**src/rtl/calc_pkg.sv**
```systemverilog
// calc_pkg
//   Shared types and constants for the calculator datapath. Imported by the
//   ALU sequencing controller (calc_ctrl) and by the ALU itself so both sides
//   agree on op-code encoding.
//
//   fct_e        : ALU op code (add, sub, mul, div)
//   ctrl_state_e : controller FSM states
//   OP_CNT_W     : width of the completed-operation counter
package calc_pkg;

    typedef enum logic [1:0] {
        ADD = 2'b00,
        SUB = 2'b01,
        MUL = 2'b10,
        DIV = 2'b11
    } fct_e;

    typedef enum logic [1:0] {
        IDLE = 2'd0,
        EXEC = 2'd1,
        RESP = 2'd2
    } ctrl_state_e;

    localparam int OP_CNT_W = 8;

endpackage

```
**src/rtl/calc_ctrl.sv**
```systemverilog
// calc_ctrl
//   Sequencing controller for the calculator's combinational ALU. Accepts one
//   request through a valid/ready handshake and latches the operands. It then
//   holds them on the ALU inputs for at least EXEC_CYCLES cycles. It captures
//   the ALU result and remainder and presents them through a second
//   valid/ready handshake. The ALU sits beside this block, not inside it.
//
//   Parameters:
//     WIDTH       : operand width; result/remainder are 2*WIDTH
//     EXEC_CYCLES : minimum cycles operands are held before capture (1..16)
//
//   Ports:
//     clk_i, rst_i                 : clock (rising edge), async active-high reset
//     req_valid_i / req_ready_o    : request handshake
//     a_i, b_i, fct_i              : request operands and op code
//     alu_a_o, alu_b_o, alu_fct_o  : latched operands driven to the ALU
//     alu_res_i, alu_rem_i         : ALU result / remainder
//     alu_done_i                   : ALU result is usable
//     res_valid_o / res_ready_i    : result handshake
//     res_o, rem_o                 : registered result / remainder
//     err_o                        : divide-by-zero flag for the presented result
//     busy_o                       : high while in EXEC or RESP
//     op_count_o                   : completed-operation counter (wraps)
//
//   Build option:
//     CALC_DIVZERO_ERR_EN : when defined, err_o flags a divide by zero at the
//                           capture edge; otherwise err_o is tied low.
module calc_ctrl
    import calc_pkg::*;
#(
    parameter int WIDTH       = 8,
    parameter int EXEC_CYCLES = 2
) (
    input  logic                  clk_i,
    input  logic                  rst_i,
    input  logic                  req_valid_i,
    output logic                  req_ready_o,
    input  logic [WIDTH-1:0]      a_i,
    input  logic [WIDTH-1:0]      b_i,
    input  logic [1:0]            fct_i,
    output logic [WIDTH-1:0]      alu_a_o,
    output logic [WIDTH-1:0]      alu_b_o,
    output logic [1:0]            alu_fct_o,
    input  logic [2*WIDTH-1:0]    alu_res_i,
    input  logic [2*WIDTH-1:0]    alu_rem_i,
    input  logic                  alu_done_i,
    output logic                  res_valid_o,
    input  logic                  res_ready_i,
    output logic [2*WIDTH-1:0]    res_o,
    output logic [2*WIDTH-1:0]    rem_o,
    output logic                  err_o,
    output logic                  busy_o,
    output logic [OP_CNT_W-1:0]   op_count_o
);

    // Four bits cover the largest load value (EXEC_CYCLES-1 = 15).
    localparam int               CNT_W    = 4;
    localparam logic [CNT_W-1:0] CNT_LOAD = CNT_W'(EXEC_CYCLES - 1);

    ctrl_state_e           state_q,   state_d;
    logic [CNT_W-1:0]      cnt_q,     cnt_d;
    logic [WIDTH-1:0]      opA_q,     opA_d;
    logic [WIDTH-1:0]      opB_q,     opB_d;
    fct_e                  opFct_q,   opFct_d;
    logic [2*WIDTH-1:0]    res_q,     res_d;
    logic [2*WIDTH-1:0]    rem_q,     rem_d;
    logic [OP_CNT_W-1:0]   opCount_q, opCount_d;

    logic accept;
    logic capture;

`ifdef CALC_DIVZERO_ERR_EN
    logic err_q, err_d;
`endif

    // A request is taken only in IDLE. The result is captured once the hold
    // window has expired and the ALU reports done.
    assign accept  = (state_q == IDLE) && req_valid_i;
    assign capture = (state_q == EXEC) && (cnt_q == '0) && alu_done_i;

    // Next-state and datapath update. Every register holds by default, so
    // the ALU operand registers keep their last values outside EXEC.
    always_comb begin
        state_d   = state_q;
        cnt_d     = cnt_q;
        opA_d     = opA_q;
        opB_d     = opB_q;
        opFct_d   = opFct_q;
        res_d     = res_q;
        rem_d     = rem_q;
        opCount_d = opCount_q;
`ifdef CALC_DIVZERO_ERR_EN
        err_d     = err_q;
`endif
        unique case (state_q)
            IDLE: begin
                if (accept) begin
                    opA_d   = a_i;
                    opB_d   = b_i;
                    opFct_d = fct_e'(fct_i);
                    cnt_d   = CNT_LOAD;
                    state_d = EXEC;
`ifdef CALC_DIVZERO_ERR_EN
                    err_d   = 1'b0;
`endif
                end
            end
            EXEC: begin
                if (cnt_q != '0) begin
                    cnt_d = cnt_q - CNT_W'(1);
                end else if (capture) begin
                    res_d     = alu_res_i;
                    rem_d     = alu_rem_i;
                    opCount_d = opCount_q + OP_CNT_W'(1);
                    state_d   = RESP;
`ifdef CALC_DIVZERO_ERR_EN
                    err_d     = (opFct_q == DIV) && (opB_q == '0);
`endif
                end
            end
            RESP: begin
                if (res_ready_i) begin
                    state_d = IDLE;
                end
            end
            default: state_d = IDLE;
        endcase
    end

    // State and datapath registers with asynchronous reset. A reset in the
    // middle of an operation discards it before the counter is bumped.
    always_ff @(posedge clk_i or posedge rst_i) begin
        if (rst_i) begin
            state_q   <= IDLE;
            cnt_q     <= '0;
            opA_q     <= '0;
            opB_q     <= '0;
            opFct_q   <= ADD;
            res_q     <= '0;
            rem_q     <= '0;
            opCount_q <= '0;
        end else begin
            state_q   <= state_d;
            cnt_q     <= cnt_d;
            opA_q     <= opA_d;
            opB_q     <= opB_d;
            opFct_q   <= opFct_d;
            res_q     <= res_d;
            rem_q     <= rem_d;
            opCount_q <= opCount_d;
        end
    end

`ifdef CALC_DIVZERO_ERR_EN
    // Divide-by-zero flag register, present only when the check is built in.
    always_ff @(posedge clk_i or posedge rst_i) begin
        if (rst_i) begin
            err_q <= 1'b0;
        end else begin
            err_q <= err_d;
        end
    end

    assign err_o = err_q;
`else
    assign err_o = 1'b0;
`endif

    assign req_ready_o = (state_q == IDLE);
    assign res_valid_o = (state_q == RESP);
    assign busy_o      = (state_q != IDLE);
    assign alu_a_o     = opA_q;
    assign alu_b_o     = opB_q;
    assign alu_fct_o   = opFct_q;
    assign res_o       = res_q;
    assign rem_o       = rem_q;
    assign op_count_o  = opCount_q;

endmodule

```
**config.mk**
```make
export PLATFORM = sky130hd
export DESIGN_NAME = calc_ctrl
export DESIGN_NICKNAME = d
export VERILOG_FILES = /design/src/rtl/calc_pkg.sv /design/src/rtl/calc_ctrl.sv
export SDC_FILE = /design/constraint.sdc
export NUM_CORES = 1
export LEC_CHECK = 0
export CAP_MARGIN = 10
export CORE_MARGIN = 8
export CORE_UTILIZATION = 35
export CTS_CLUSTER_SIZE = 28
export DETAILED_ROUTE_END_ITERATION = 16
export PLACE_DENSITY_LB_ADDON = 0.05
export SLEW_MARGIN = 20
export SYNTH_ARGS = -nofsm -noshare
export SYNTH_HDL_FRONTEND = slang
export SYNTH_SLANG_ARGS = --single-unit
export TNS_END_PERCENT = 100
```
**constraint.sdc**
```tcl
create_clock -name clk_i -period 2.9 [get_ports clk_i]
set_clock_uncertainty 0.1 [all_clocks]
set_input_delay 0.725 -clock clk_i [delete_from_list [all_inputs] [get_ports clk_i]]
set_output_delay 0.725 -clock clk_i [all_outputs]
set_load 0.005 [all_outputs]
```
# Word level (Yosys, flattened, before mapping)
# Index checks and enable logic that the tools add are counted.
[totals]
ff_bits = 64
wordCells = 38
input_bits = 55
output_inout_bits = 62
[op_classes]
reduce_logical = 12
add_sub_neg = 2
eq_ne = 7
mux = 8
n_bitwise = 1
[ops]
columns = ["cell", "count"]
rows = [
  ["$add 8x1->8 const B", 1],
  ["$mux 2", 4],
  ["$mux 4", 2],
  ["$pmux 4 s2", 1],
  ["$ne 2x1->1 const B", 3],
  ["$pmux 2 s3", 1],
  ["$reduce_and 3->1", 2],
  ["$logic_not 4->1", 1],
  ["$ne 2x2->1 const B", 2],
  ["$reduce_and 4->1", 1],
  ["$reduce_bool 2->1", 2],
  ["$reduce_bool 4->1", 1],
  ["$sub 4x1->4 const B", 1],
  ["$logic_and 1x1->1", 3],
  ["$eq 2x1->1 const B", 1],
  ["$eq 2x2->1 const B", 1],
  ["$logic_not 2->1", 1],
  ["$reduce_and 2->1", 1],
  ["$not 1->1", 1],
]

# Depth between registers and ports, before layout
[depth]
depth_word = 6
mapped_depth = 6
mapped_depth_nobuf = 5

# Least setup slack after synthesis
# OpenSTA, ideal clock, no wires.
[synth_timing]
path_kind = "input port to flip-flop"
from = "input port alu_done_i"
to = "register rem_q[10] (netlist: rem_o[10])"
path_slack_ps = 1144
path_stages = 4
setup_time_ps = 125
t_arrival_ps = 1531
path_cell_list = "and4bb_4 -> nand2_8 -> buf_12 -> mux2_4"
[synth_via]
elab_chain_cells = 2
[synth_rtl]
columns = ["item", "line_no", "text"]
rows = [
  ["start: declaration", "calc_ctrl.sv:46", "input logic alu_done_i,"],
  ["$logic_and 1x1->1", "calc_ctrl.sv:79", "assign capture = (state_q == EXEC) && (cnt_q == '0) && alu_done_i;"],
  ["$reduce_and 3->1 (no line)", "--", ""],
  ["end signal: assignment", "calc_ctrl.sv:149", "rem_q <= rem_d;"],
  ["end: declaration", "calc_ctrl.sv:66", "logic [2*WIDTH-1:0] rem_q, rem_d;"],
]
# Every way passes these cells.
# A chain may end at the register's enable or synchronous reset.

# Final worst setup path
[layout_timing]
from = "register state_q[0]"
to = "output port res_valid_o"
[layout_via]
elab_chain_cells = 1
[layout_rtl]
columns = ["item", "line_no", "text"]
rows = [
  ["start: declaration", "calc_ctrl.sv:60", "ctrl_state_e state_q, state_d;"],
  ["start signal: assignment", "calc_ctrl.sv:143", "state_q <= state_d;"],
  ["$eq 2x2->1", "calc_ctrl.sv:170", "assign res_valid_o = (state_q == RESP);"],
  ["end: declaration", "calc_ctrl.sv:47", "output logic res_valid_o,"],
]
# Every way passes these cells.

==> metrics.txt <==
CP Cell Sequence or2b_1 > inv_1 > clkdlybuf4s50_1; Area Overhead vs Synth 49.8%; xor and xnor area share after synthesis 2.47%; design area 4170 um2; RSZ-0062 raised after global routing no; fin nets 359; Synth Cell Area 2790 um2; Synth Area in Adders 0.898%; layout cells sized above 1 25.8%; most common cell in the netlist dfrtp_1; GPL Wtd Cong approximately 0.7; placeable core area around 7700 um2; Slew Viols, Final 0; WL/cell 16.1 um; vias in the first global route 2,020; clock sink count 64; Via density 4.45; CTS Buf Count 9; final setup vio count 0; Data arrival, critical path between 1.5 and 2 ns; largest net degree at the start of global routing 36; CTS Hold Bufs 0; die area 11,100 um2; Initial DRC Count 63; Worst-path clk slew 0.06 ns; Die Width roughly 110 um; final core utilization 54.0%; Critical Setup Path Class reg -> out; Post-CTS Resized 0; Max Cap Viol 0; relative slew slack 57.1%; H-tree levels 3; DRC 0; leakage power about 1.9 nW; slowest cell on the critical path dfrtp_1; Post-DP Area 4020 um2; Max Fclk between 0.3 and 0.4 GHz; simple-gate share of the synthesized area 7.63%; clk_lat worst skew approximately 0.32 ns; Warnings, synthesis 0; worst vdd ir 0.000417 V; Setup Fix Bufs, Post-CTS 0; # fillers 668; Post-synth top cells 64 x dfrtp_1, 31 x mux2_4, 20 x mux2_2; #FFs+latches synth 64; Cell Rows 32; grt total ovfl 0; register area share after synthesis 57.5%; dpl hpwl 4.97 mm; Syn Nets around 240; Synth Flop Type dfrtp_1; clk buf depth 2; Seq. cell area 1600 um2; setup total negative slack 0 ns; Least-Margin Pin Slew 0.643 ns; CTS root buf clkbuf_8; DR pass1 iterations 4; CP startpoint kind register; cell count after synthesis 178; synth unique cells 38; port bufs approximately 120; crit path time final 2.52 ns; Die Y 105 um; largest family of logic cells by synthesized area multiplexers; CP endpoint kind output pin; Mean Syn Cell Area 15.7 um2; CTS tree done; Hold Fails Final Rpt 0; compound-cell area share of the yosys netlist about 2.1%; CP peak stage delay 0.52 ns; post-synthesis mux area share roughly 25%; ys async rst share 100%; Routed Wire Length around 6.6 mm; Cell Pwr Density 986 nW/um2; IO Count about 120; Antenna Cells 0; CP max FO 13; Synth area leaders dfrtp_1 57%, mux2_4 17%, mux2_2 8.1%, buf_12 2.2%, xnor2_1 1.3%; post-synth top area cell dfrtp_1; post-synth top area share 57.5%; first-pass GRT wire length approximately 11 mm; Worst EP required about 2.1 ns; antenna-violating nets left 0; fin crit share 86.9%; initial antenna violation count 0; Tot GR Track Use between 10% and 20%; Starting Density 36.1%; worst hold-check path type reg -> reg; EDFF count, synth 0; status finished, final reports clean; area of the multi-input gates 1060 um2; vias ~1,800
## path summary, 6_finish.rpt
path,from,to,slack [ns],cells past startpoint
setup / recovery,state_q[0],res_valid_o,0.38,3
hold / removal,op_count_o[5],op_count_o[5],0.39,1
setup reg to reg,cnt_q[0],res_o[14],1.00,5
hold reg to reg,op_count_o[5],op_count_o[5],0.39,1
max in group asynchronous,rst_i,res_o[5],1.42,3
min in group asynchronous,rst_i,alu_b_o[0],0.71,2
## metrics by stage
step,setup slack [ns],std cells,power [mW],hold slack [ns]
finish,0.380,408,4.12,0.388
detailed placement,0.491,393,3.55,0.390
global placement,0.517,393,3.52,0.386
CTS,0.347,408,4.20,0.398
global route,0.277,408,4.42,0.419
floorplan,0.477,178,2.53,0.378
## state kept, by name (all words and copies together), names as in the netlist
signal      flops
rem_o          16
op_count_o      8
cnt_q           4
alu_a_o         8
res_o          16
alu_b_o         8
state_q         2
alu_fct_o       2
## layer usage
metal	wire, um	global-route usage [%]	share of wire (%)
met5	0	0	0
met4	57	5.20	0.87
met3	685	5.97	10
met2	2980	18.4	45
met1	2850	14.9	43
## cells by family after synthesis
group | Yosys count
other | 1
XOR/XNOR | 7
AO/OA/AOI/OAI | 8
flip-flops | 64
AND/OR/NAND/NOR | 30
adder cells (fa/ha/maj) | 2
multiplexers | 51
buffers and inverters | 15
## report_power, final
| part | leakage [nW] | switching [mW] | internal [mW] |
|---|---|---|---|
| Combinational | 1.01 | 0.568 | 1.34 |
| Clock | 0.0854 | 0.317 | 0.298 |
| Sequential | 0.777 | 0.281 | 1.32 |
## cell type report
type | instances | share of cell area (%)
Timing Repair Buffer | 120 | 28.8
Clock buffer | 10 | 3.06
Multi-Input combinational cell | 99 | 25.4
Inverter | 8 | 0.720
Sequential cell | 64 | 38.4
Tap cell | 102 | 3.06
Clock inverter | 5 | 0.600
## placed cells by master, fill, tap and decap left out, types with 2 or more instances in the layout
cell type and n:
clkdlybuf4s50_1 115, and2_1 2, dfrtp_1 64, clkbuf_8 9, nand2_1 2, a31o_2 2, clkinv_2 5, xnor2_1 4
xor2_1 2, nor2_1 4, nand3_1 5, nand4_1 2, mux2_2 20, inv_1 7, ha_1 2, mux2_4 31
nor3_1 3, buf_4 4
## worst max-delay path, delay by kind of cell (launching register included)
family / cells / cell delay [ns]
simple gates: 1 / 0.31
buf+inv: 2 / 0.55
flops: 1 / 0.52
Power figures use the tool's default switching activity.
